--- config.mk ---
export PLATFORM = sky130hd
export DESIGN_NAME = mux_sel_arbiter
export DESIGN_NICKNAME = d
export VERILOG_FILES = /design/src/rtl/mux_sel_arbiter.sv
export SDC_FILE = /design/constraint.sdc
export NUM_CORES = 1
export LEC_CHECK = 0
export ABC_AREA = 1
export CAP_MARGIN = 5
export CORE_MARGIN = 4
export CORE_UTILIZATION = 40
export CTS_BUF_LIST = sky130_fd_sc_hd__clkbuf_8
export DETAILED_ROUTE_END_ITERATION = 12
export PLACE_DENSITY = 0.72
export SLEW_MARGIN = 20
export SYNTH_ARGS = -nofsm -noshare
export SYNTH_HDL_FRONTEND = slang
export SYNTH_SLANG_ARGS = --single-unit
--- constraint.sdc ---
create_clock -name clk -period 1.85 [get_ports clk]
set_input_delay 0.37 -clock clk [delete_from_list [all_inputs] [get_ports clk]]
set_output_delay 0.37 -clock clk [all_outputs]
set_load 0.02 [all_outputs]
--- src/rtl/mux_sel_arbiter.sv ---
// mux_sel_arbiter: two-requester round-robin arbiter driving a registered 2:1 mux select with minimum grant hold
//
// Parameters:
//   HOLD_CYCLES - minimum grant length in clock cycles (>= 1)
//   CNT_W       - hold counter width, 2**CNT_W >= HOLD_CYCLES
// Ports:
//   clk       - system clock, rising edge
//   rst_n     - asynchronous active-low reset
//   req0      - level request from source 0 (mux in0)
//   req1      - level request from source 1 (mux in1)
//   sel       - registered mux select, 0 = in0, 1 = in1
//   gnt0      - registered grant to source 0
//   gnt1      - registered grant to source 1
//   busy      - either grant active
//   grant_cnt - wrapping count of grant entries
module mux_sel_arbiter #(
    parameter int HOLD_CYCLES = 4,
    parameter int CNT_W       = 3
) (
    input  logic       clk,
    input  logic       rst_n,
    input  logic       req0,
    input  logic       req1,
    output logic       sel,
    output logic       gnt0,
    output logic       gnt1,
    output logic       busy,
    output logic [7:0] grant_cnt
);

    typedef enum logic [1:0] {
        IDLE   = 2'd0,
        GRANT0 = 2'd1,
        GRANT1 = 2'd2
    } state_t;

    state_t           state_q, state_d;
    logic [CNT_W-1:0] cnt_q, cnt_d;
    logic             last_q, last_d;
    logic             sel_q, sel_d;
    logic [7:0]       grant_cnt_q, grant_cnt_d;
    logic             hold_done;
    logic             enter;
    logic             enter_src;

    assign hold_done = (cnt_q == CNT_W'(HOLD_CYCLES - 1));

    always_ff @(posedge clk or negedge rst_n) begin
        if (!rst_n) begin
            state_q     <= IDLE;
            cnt_q       <= '0;
            last_q      <= 1'b1;
            sel_q       <= 1'b0;
            grant_cnt_q <= '0;
        end else begin
            state_q     <= state_d;
            cnt_q       <= cnt_d;
            last_q      <= last_d;
            sel_q       <= sel_d;
            grant_cnt_q <= grant_cnt_d;
        end
    end

    always_comb begin
        state_d     = state_q;
        cnt_d       = cnt_q;
        last_d      = last_q;
        sel_d       = sel_q;
        grant_cnt_d = grant_cnt_q;
        enter       = 1'b0;
        enter_src   = 1'b0;
        unique case (state_q)
            IDLE: begin
                if (req0 || req1) begin
                    enter     = 1'b1;
                    // a tie goes to whichever source was not served last
                    enter_src = (req0 && req1) ? ~last_q : req1;
                end
            end
            GRANT0: begin
                if (!hold_done) begin
                    cnt_d = cnt_q + CNT_W'(1);
                end else if (req1) begin
                    // the waiting source outranks our own request once the hold expires
                    enter     = 1'b1;
                    enter_src = 1'b1;
                end else if (!req0) begin
                    state_d = IDLE;
                end
            end
            GRANT1: begin
                if (!hold_done) begin
                    cnt_d = cnt_q + CNT_W'(1);
                end else if (req0) begin
                    enter     = 1'b1;
                    enter_src = 1'b0;
                end else if (!req1) begin
                    state_d = IDLE;
                end
            end
            default: state_d = IDLE;
        endcase
        // every grant entry, including a direct switch, restarts the hold and bumps the counter
        if (enter) begin
            state_d     = enter_src ? GRANT1 : GRANT0;
            cnt_d       = '0;
            sel_d       = enter_src;
            last_d      = enter_src;
            grant_cnt_d = grant_cnt_q + 8'd1;
        end
    end

    assign gnt0      = (state_q == GRANT0);
    assign gnt1      = (state_q == GRANT1);
    assign busy      = gnt0 | gnt1;
    assign sel       = sel_q;
    assign grant_cnt = grant_cnt_q;

endmodule
# Word-level counts from Yosys, hierarchy flattened

Index checks and enable logic that the tools add are counted.

Memories: 0
Input port bits: 4
Memory bits (read-only): 0
Bits in latches: 0
Bits in writable memories: 0
Bits in registers: 15

Multiplexer cells: 21
Reduce and logical (&&, ||, !) cells: 7
Multiply operators: 0
Order comparisons: 0
Equal/unequal tests: 11
Shift operators: 0
Bitwise gates (word level): 2
$add $sub $neg: 2
Div/mod/pow operators: 0

Operators by type and width:

| kind                | count |
|---|---|
| $mux 2              | 8 |
| $ne 3x2->1 const B  | 4 |
| $mux 3              | 3 |
| $add 8x1->8 const B | 1 |
| $mux 1              | 7 |
| $reduce_and 7->1    | 1 |
| $ne 3x1->1 const B  | 2 |
| $pmux 2 s3          | 1 |
| $add 3x1->3 const B | 1 |
| $eq 3x2->1 const B  | 1 |
| $pmux 1 s3          | 1 |
| $eq 2x1->1 const B  | 1 |
| $eq 2x2->1 const B  | 1 |
| $logic_not 2->1     | 1 |
| $ne 2x1->1 const B  | 1 |
| $ne 2x2->1 const B  | 1 |
| $pmux 1 s2          | 1 |
| $reduce_and 2->1    | 1 |
| $reduce_bool 2->1   | 1 |
| $reduce_or 2->1     | 1 |
| $logic_and 1x1->1   | 1 |
| $logic_or 1x1->1    | 1 |
| $not 1->1           | 1 |
| $or 1x1->1          | 1 |

# Logic depth before layout (Yosys ltp)

Gate-level depths: netlist of run 1.

Word-level depth: 6
Mapped depth: 11
Gate-level depth less buffers: 11

# Worst setup path after synthesis of run 1

No wires, ideal clock.

Path type: reg-to-reg
From: register state_q[0]
To: register grant_cnt_q[5], in the netlist grant_cnt[5]
Setup slack: 0.330 ns
Arrival time: 1.443 ns
Clock period less this slack: 1.520 ns
Cell stages (with the launch flop): 11
Cell sequence: dfrtp_1 -> inv_1 -> ha_1 -> nand2_1 -> nand2_2 -> nand2_2 -> nand2_1 -> nand2_2 -> buf_6 -> nor2_4 -> xor2_2

Word-level cells in the longest chain between the ends: 2
Elaborated cells between the ends (all ways): 4

RTL lines:

| element                  | RTL line | source |
|---|---|---|
| start: declaration       | 37       | `state_t state_q, state_d;` |
| start signal: assignment | 56       | `state_q <= state_d;` |
| $eq 2x2->1               | -        |  |
| net gnt1                 | 26       | `output logic gnt1,` |
| $pmux 1 s3               | 72       | `unique case (state_q)` |
| end signal: assignment   | 60       | `grant_cnt_q <= grant_cnt_d;` |
| end: declaration         | 41       | `logic [7:0] grant_cnt_q, grant_cnt_d;` |

The timed path passes the listed nets, and every way through them passes these cells.
A chain may end at the register's enable or synchronous reset.

# Worst setup path in the final report of run 1

From: register grant_cnt_q[2], in the netlist grant_cnt[2]
To: output grant_cnt[2]

RTL lines:

| element          | RTL line | source |
|---|---|---|
| end: declaration | 28       | `output logic [7:0] grant_cnt` |

No word-level cell between the ends.

==> impl_metrics.env, run 1 <==
export IMPL_die_width_um=55.8
export IMPL_synth_seq_area_share=0.412
export IMPL_fillers=209
export IMPL_yosysUniqueCellTypes=22
export IMPL_hold_buffers=0
export IMPL_dieArea_mm2=0.00311
export IMPL_diodes=0
export IMPL_dp_hpwl_mm=1.29
export IMPL_cts_tree="done"
export IMPL_synth_edf_count=0
export IMPL_syn_inst=109
export IMPL_finalCriticalPeriod_ps=1770
export IMPL_cts_root_buf="clkbuf_8"
export IMPL_via_per_inst=4.72
export IMPL_min_path_type="in2async"
export IMPL_p_leak_nw=0.566
export IMPL_critPathArrivalTime_ps=1400
export IMPL_track_usage=0.124
export IMPL_ir_drop_uv=1080
export IMPL_power_density_mw_per_mm2=1750
export IMPL_gr_total_overflow=0
export IMPL_synth_main_ff_cell="dfrtp_1"
export IMPL_fmax_mhz=564
export IMPL_setup_violations=0
export IMPL_grt_max_degree=16
export IMPL_cts_buffers=3
export IMPL_routed_wl_mm=1.66
export IMPL_ios=16
export IMPL_slew_headroom=0.819
export IMPL_fin_tns_setup_ps=0
export IMPL_post_cts_buffers=0
export IMPL_post_route_period_util=0.958
export IMPL_antenna_left=0
export IMPL_worstRegToRegCells=6
export IMPL_drcViolationCount=0
export IMPL_port_buffers=15
export IMPL_crit_required_ps=1480
export IMPL_syn_nets=120
export IMPL_hold_viol_final=0
export IMPL_antenna_found_initial=0
export IMPL_cp_slowest_cell="clkdlybuf4s50_1"
export IMPL_wl_per_cell_um=10.4
export IMPL_dp_cells=155
export IMPL_rows=17
export IMPL_clock_sinks=15
export IMPL_grt_pass1_vias=720
export IMPL_status="complete, no violations"
export IMPL_finalMaxSlewViolations=0
export IMPL_maxCapViolations=0
export IMPL_cp_buffers_inverters=1
export IMPL_start_util=0.417
export IMPL_fin_nets=143
export IMPL_critical_path_startpoint_type="flop"
export IMPL_tightest_slew_ps=271
export IMPL_synth_seq_cells=15
export IMPL_place_congestion=0.791
export IMPL_clk_pin_slew_ps=60
export IMPL_cts_buffer_depth=2
export IMPL_worstPathCellList="clkdlybuf4s50_1"
export IMPL_syn_to_final_growth_pct=26.4
export IMPL_cp_startpoint="grant_cnt[2]"
export IMPL_cp_max_fo=6
export IMPL_finalClockSkew_ps=1.38
export IMPL_first_iter_violations=6
export IMPL_insertion_delay_ps=240
export IMPL_max_stage_delay_ps=670
export IMPL_grt_pass1_wl_mm=3.12
export IMPL_worstSetupPathType="reg2out"
export IMPL_synth_async_reset_ratio=1.00
export IMPL_drt_pass1_iter_count=4
export IMPL_vias=750
export IMPL_r2r_start="cnt_q[0]"
export IMPL_rsz0062_at_grt="false"
export IMPL_ys_warn_count=0
export IMPL_synthesis_area_um2=913
export IMPL_avgSynthCellArea_um2=8.38
export IMPL_ctsResizeCount=3
export IMPL_cp_top_family="buffers and inverters"
export IMPL_drive_gt1_frac=0.153
export IMPL_die_y_um=55.8
export IMPL_power_w=0.00202
export IMPL_path_depth=1
export IMPL_coreArea_mm2=0.00219
export IMPL_post_layout_nonfiller_instances=159
export IMPL_htreeDepth=1
export IMPL_worstSetupEndpointType="primary output"
==> sequential cells by signal (all words and copies together), names as in the netlist <==
| register | cells |
|---|---|
| grant_cnt | 8 |
| state_q | 2 |
| last_q | 1 |
| cnt_q | 3 |
| sel | 1 |
==> path summary, 6_finish.rpt <==
| path | end | slack (ps) |
|---|---|---|
| max | grant_cnt[2] | 80 |
| min | grant_cnt[6] | 430 |
| max reg2reg | cnt_q[2] | 300 |
| min reg2reg | last_q | 470 |
| max in group asynchronous | last_q | 1170 |
| min in group clk | last_q | 470 |
==> where the power goes <==
group	internal [W]	switching, W	leakage (nW)
Sequential	0.000479	0.000151	0.191
Clock	0.000147	0.000105	0.0269
Combinational	0.000496	0.000642	0.348
==> final cells by class <==
type | count | area, µm² | area share
timing repair buffer | 20 | 184 | 0.159
sequential | 15 | 377 | 0.326
clock buffer | 3 | 41.3 | 0.0358
multi-input combinational | 77 | 458 | 0.397
tap | 28 | 35.0 | 0.0303
clock inverter | 1 | 3.75 | 0.00325
inverter | 15 | 56.3 | 0.0488
==> cell usage in the layout, fill, tap and decap left out <==
master	count
nand2_1	34
dfstp_2	1
xnor2_1	1
nand3b_1	1
o21ai_1	2
a31oi_1	1
buf_4	5
clkdlybuf4s50_1	12
dlygate4sd2_1	3
a21oi_1	3
nand4_1	1
nor2_1	6
ha_1	7
xor2_1	3
xor2_2	2
o21a_1	1
or2_2	1
o21ai_0	1
inv_2	1
nand3_1	6
nand2_2	4
clkbuf_8	3
dfrtp_1	14
inv_1	15
nor2_4	3
==> cells in the mapped netlist (2+ instances only) <==
master | number | area, µm²
nand3_1 | 6 | 30.0
xor2_2 | 2 | 32.5
nor2_1 | 6 | 22.5
nand2_2 | 4 | 25.0
xor2_1 | 3 | 26.3
ha_1 | 7 | 87.6
nand2_1 | 34 | 128
a21oi_1 | 3 | 15.0
inv_1 | 14 | 52.6
buf_6 | 2 | 22.5
dfrtp_1 | 14 | 350
nor2_4 | 3 | 33.8
o21ai_1 | 2 | 10.0
==> cells by family after synthesis <==
family,after synthesis,synth area share
AOI/OAI and AO/OA,8,0.0479
DFF,15,0.412
and+or+nand+nor,56,0.284
buffers and inverters,17,0.0863
adders and majority gates,7,0.0959
xor gates and xnor gates,6,0.0740
==> stage by stage <==
stage	area, µm²	hold slack (ps)	util	worst slack [ps]
floorplan	913	74.4	-	330
global route	1150	447	0.527	19.2
finish	1150	434	0.527	76.9
CTS	1150	438	0.527	70.1
global placement	1110	456	0.508	124
detailed placement	1110	462	0.508	98.1
==> per-layer routing <==
| metal | vias to the layer above | global-route usage | wire, µm |
|---|---|---|---|
| met3 | 4 | 0.0302 | 76 |
| met4 | 0 | 0.0625 | 40 |
| met1 | 348 | 0.154 | 771 |
| li1 | 377 | - | - |
| met5 | - | 0 | 0 |
| met2 | 21 | 0.198 | 770 |
Power figures use the tool's default switching activity.
==> inputs of run 2 (changes only) <==
Settings changed: CAP_MARGIN 5 to 20, CELL_PAD_IN_SITES_DETAIL_PLACEMENT set to 0, CELL_PAD_IN_SITES_GLOBAL_PLACEMENT set to 1, GPL_TIMING_DRIVEN set to 0, PLACE_DENSITY 0.72 to 0.9.
==> impl_metrics.env, run 2 (synthesis gave the netlist of run 1 again) <==
export IMPL_status="complete, no violations"
export IMPL_rows=17
export IMPL_routed_wl_mm=1.65
export IMPL_via_per_inst=4.59
export IMPL_crit_required_ps=1480
export IMPL_cts_buffers=3
export IMPL_track_usage=0.125
export IMPL_insertion_delay_ps=240
export IMPL_p_leak_nw=0.554
export IMPL_rsz0062_at_grt="false"
export IMPL_cp_max_fo=6
export IMPL_ir_drop_uv=788
export IMPL_worstPathCellList="clkdlybuf4s50_1"
export IMPL_clkPwrFrac=0.129
export IMPL_hold_viol_final=0
export IMPL_cp_startpoint="grant_cnt[2]"
export IMPL_post_route_period_util=0.956
export IMPL_die_width_um=55.8
export IMPL_ios=16
export IMPL_p_int_w=0.00111
export IMPL_drt_pass1_iter_count=2
export IMPL_maxCapViolations=0
export IMPL_htreeDepth=1
export IMPL_vias=716
export IMPL_cp_buffers_inverters=1
export IMPL_dieArea_mm2=0.00311
export IMPL_place_congestion=0.769
export IMPL_antenna_found_initial=0
export IMPL_setup_violations=0
export IMPL_antenna_left=0
export IMPL_first_iter_violations=4
export IMPL_seqPwrFrac=0.314
export IMPL_port_buffers=15
export IMPL_fillers=214
export IMPL_power_switching_w=0.000898
export IMPL_start_util=0.417
export IMPL_hold_depth=2
export IMPL_largest_register_ffs=8
export IMPL_clk_pin_slew_ps=60
export IMPL_min_to="last_q"
export IMPL_grt_pass1_wl_mm=3.12
export IMPL_wl_per_cell_um=10.6
export IMPL_combPwrFrac=0.558
export IMPL_power_w=0.00200
export IMPL_critical_path_startpoint_type="flop"
export IMPL_r2r_start="cnt_q[0]"
export IMPL_power_density_mw_per_mm2=1760
export IMPL_coreArea_mm2=0.00219
export IMPL_die_y_um=55.8
export IMPL_hold_buffers=0
export IMPL_finalMaxSlewViolations=0
export IMPL_critPathArrivalTime_ps=1400
export IMPL_worstSetupEndpointType="primary output"
export IMPL_min_path_type="reg2reg"
export IMPL_p_sw_frac=0.448
export IMPL_drcViolationCount=0
export IMPL_register_area_um2=377
export IMPL_max_stage_delay_ps=660
export IMPL_multi_input_area_um2=458
export IMPL_gr_total_overflow=0
export IMPL_cts_root_buf="clkbuf_8"
export IMPL_cts_tree="done"
export IMPL_r2r_slack_ps=310
export IMPL_min_from="last_q"
export IMPL_finalCriticalPeriod_ps=1770
export IMPL_dp_hpwl_mm=1.26
export IMPL_slew_headroom=0.542
export IMPL_fin_tns_setup_ps=0
export IMPL_grt_max_degree=16
export IMPL_tightest_slew_ps=685
export IMPL_r2r_end="cnt_q[2]"
export IMPL_mostFrequentLayoutCells="nand2_1 (34), inv_1 (15), dfrtp_1 (14), clkdlybuf4s50_1 (12), ha_1 (7)"
export IMPL_layout_commonest_cell="nand2_1"
export IMPL_finalClockSkew_ps=3.26
export IMPL_syn_to_final_growth_pct=24.8
export IMPL_drive_gt1_frac=0.133
export IMPL_cts_buffer_depth=2
export IMPL_cp_top_family="buffers and inverters"
export IMPL_grt_pass1_vias=751
export IMPL_fmax_mhz=565
export IMPL_clock_sinks=15
export IMPL_cp_slowest_cell="clkdlybuf4s50_1"
export IMPL_worstRegToRegCells=6
export IMPL_worstSetupPathType="reg2out"
export IMPL_fin_nets=140
export IMPL_diodes=0
-- run 2: how the worst max path moves through the flow --
stage,endpoint,slack [ps],depth (start not counted)
6_report,grant_cnt[2],80,1
3_3_place_gp,busy,80,3
4_1_cts,grant_cnt[2],70,1
2_1_floorplan,grant_cnt[5],330,10
5_1_grt,busy,10,3
3_5_place_dp,busy,90,3
-- run 2: worst reg2reg max path, cell delays in order (launching register included) --
cell	delay (ps)
dfrtp_1	390
ha_1	200
ha_1	210
inv_1	120
nand2_1	120
or2_2	290
a21oi_1	130
-- run 2: power by group through the flow --
stage	Clock [W]	Sequential, W	Combinational [W]
floorplan	0	0.000703	0.000700
global placement	0	0.000628	0.00114
detailed placement	0	0.000633	0.00116
CTS	0.000263	0.000630	0.00114
global route	0.000283	0.000656	0.00127
finish	0.000258	0.000628	0.00112
-- run 2: cell type report --
type                            instances  area share
Multi-Input combinational cell         77       0.402
Buffer                                  2      0.0198
Timing Repair Buffer                   15       0.128
Sequential cell                        15       0.330
Clock buffer                            3      0.0362
Inverter                               15      0.0494
Clock inverter                          1     0.00329
Tap cell                               28      0.0307
-- run 2: repair_timing --
| item | 4_1_cts | 5_1_grt |
|---|---|---|
| gates resized for setup | 3 | 0 |
| endpoints found under the setup margin | 3 | 0 |
| setup buffers | 0 | 0 |
-- run 2: metal layers --
layer	vias up	wire (µm)	track usage
li1	370	-	-
met1	329	750	0.143
met4	0	21	0.0694
met2	13	813	0.211
met5	-	0	0
met3	4	67	0.0325
-- run 2: per-stage QoR --
step / utilization / setup WS, ps / cells / hold WS (ps) / cell area, µm²
2_1_floorplan: - / 330 / 109 / 74.4 / 913
3_3_place_gp: 0.501 / 79.6 / 152 / 458 / 1100
3_5_place_dp: 0.501 / 86.8 / 152 / 463 / 1100
4_1_cts: 0.520 / 71.1 / 156 / 474 / 1140
5_1_grt: 0.520 / 10.1 / 156 / 480 / 1140
6_report: 0.520 / 81.0 / 156 / 474 / 1140
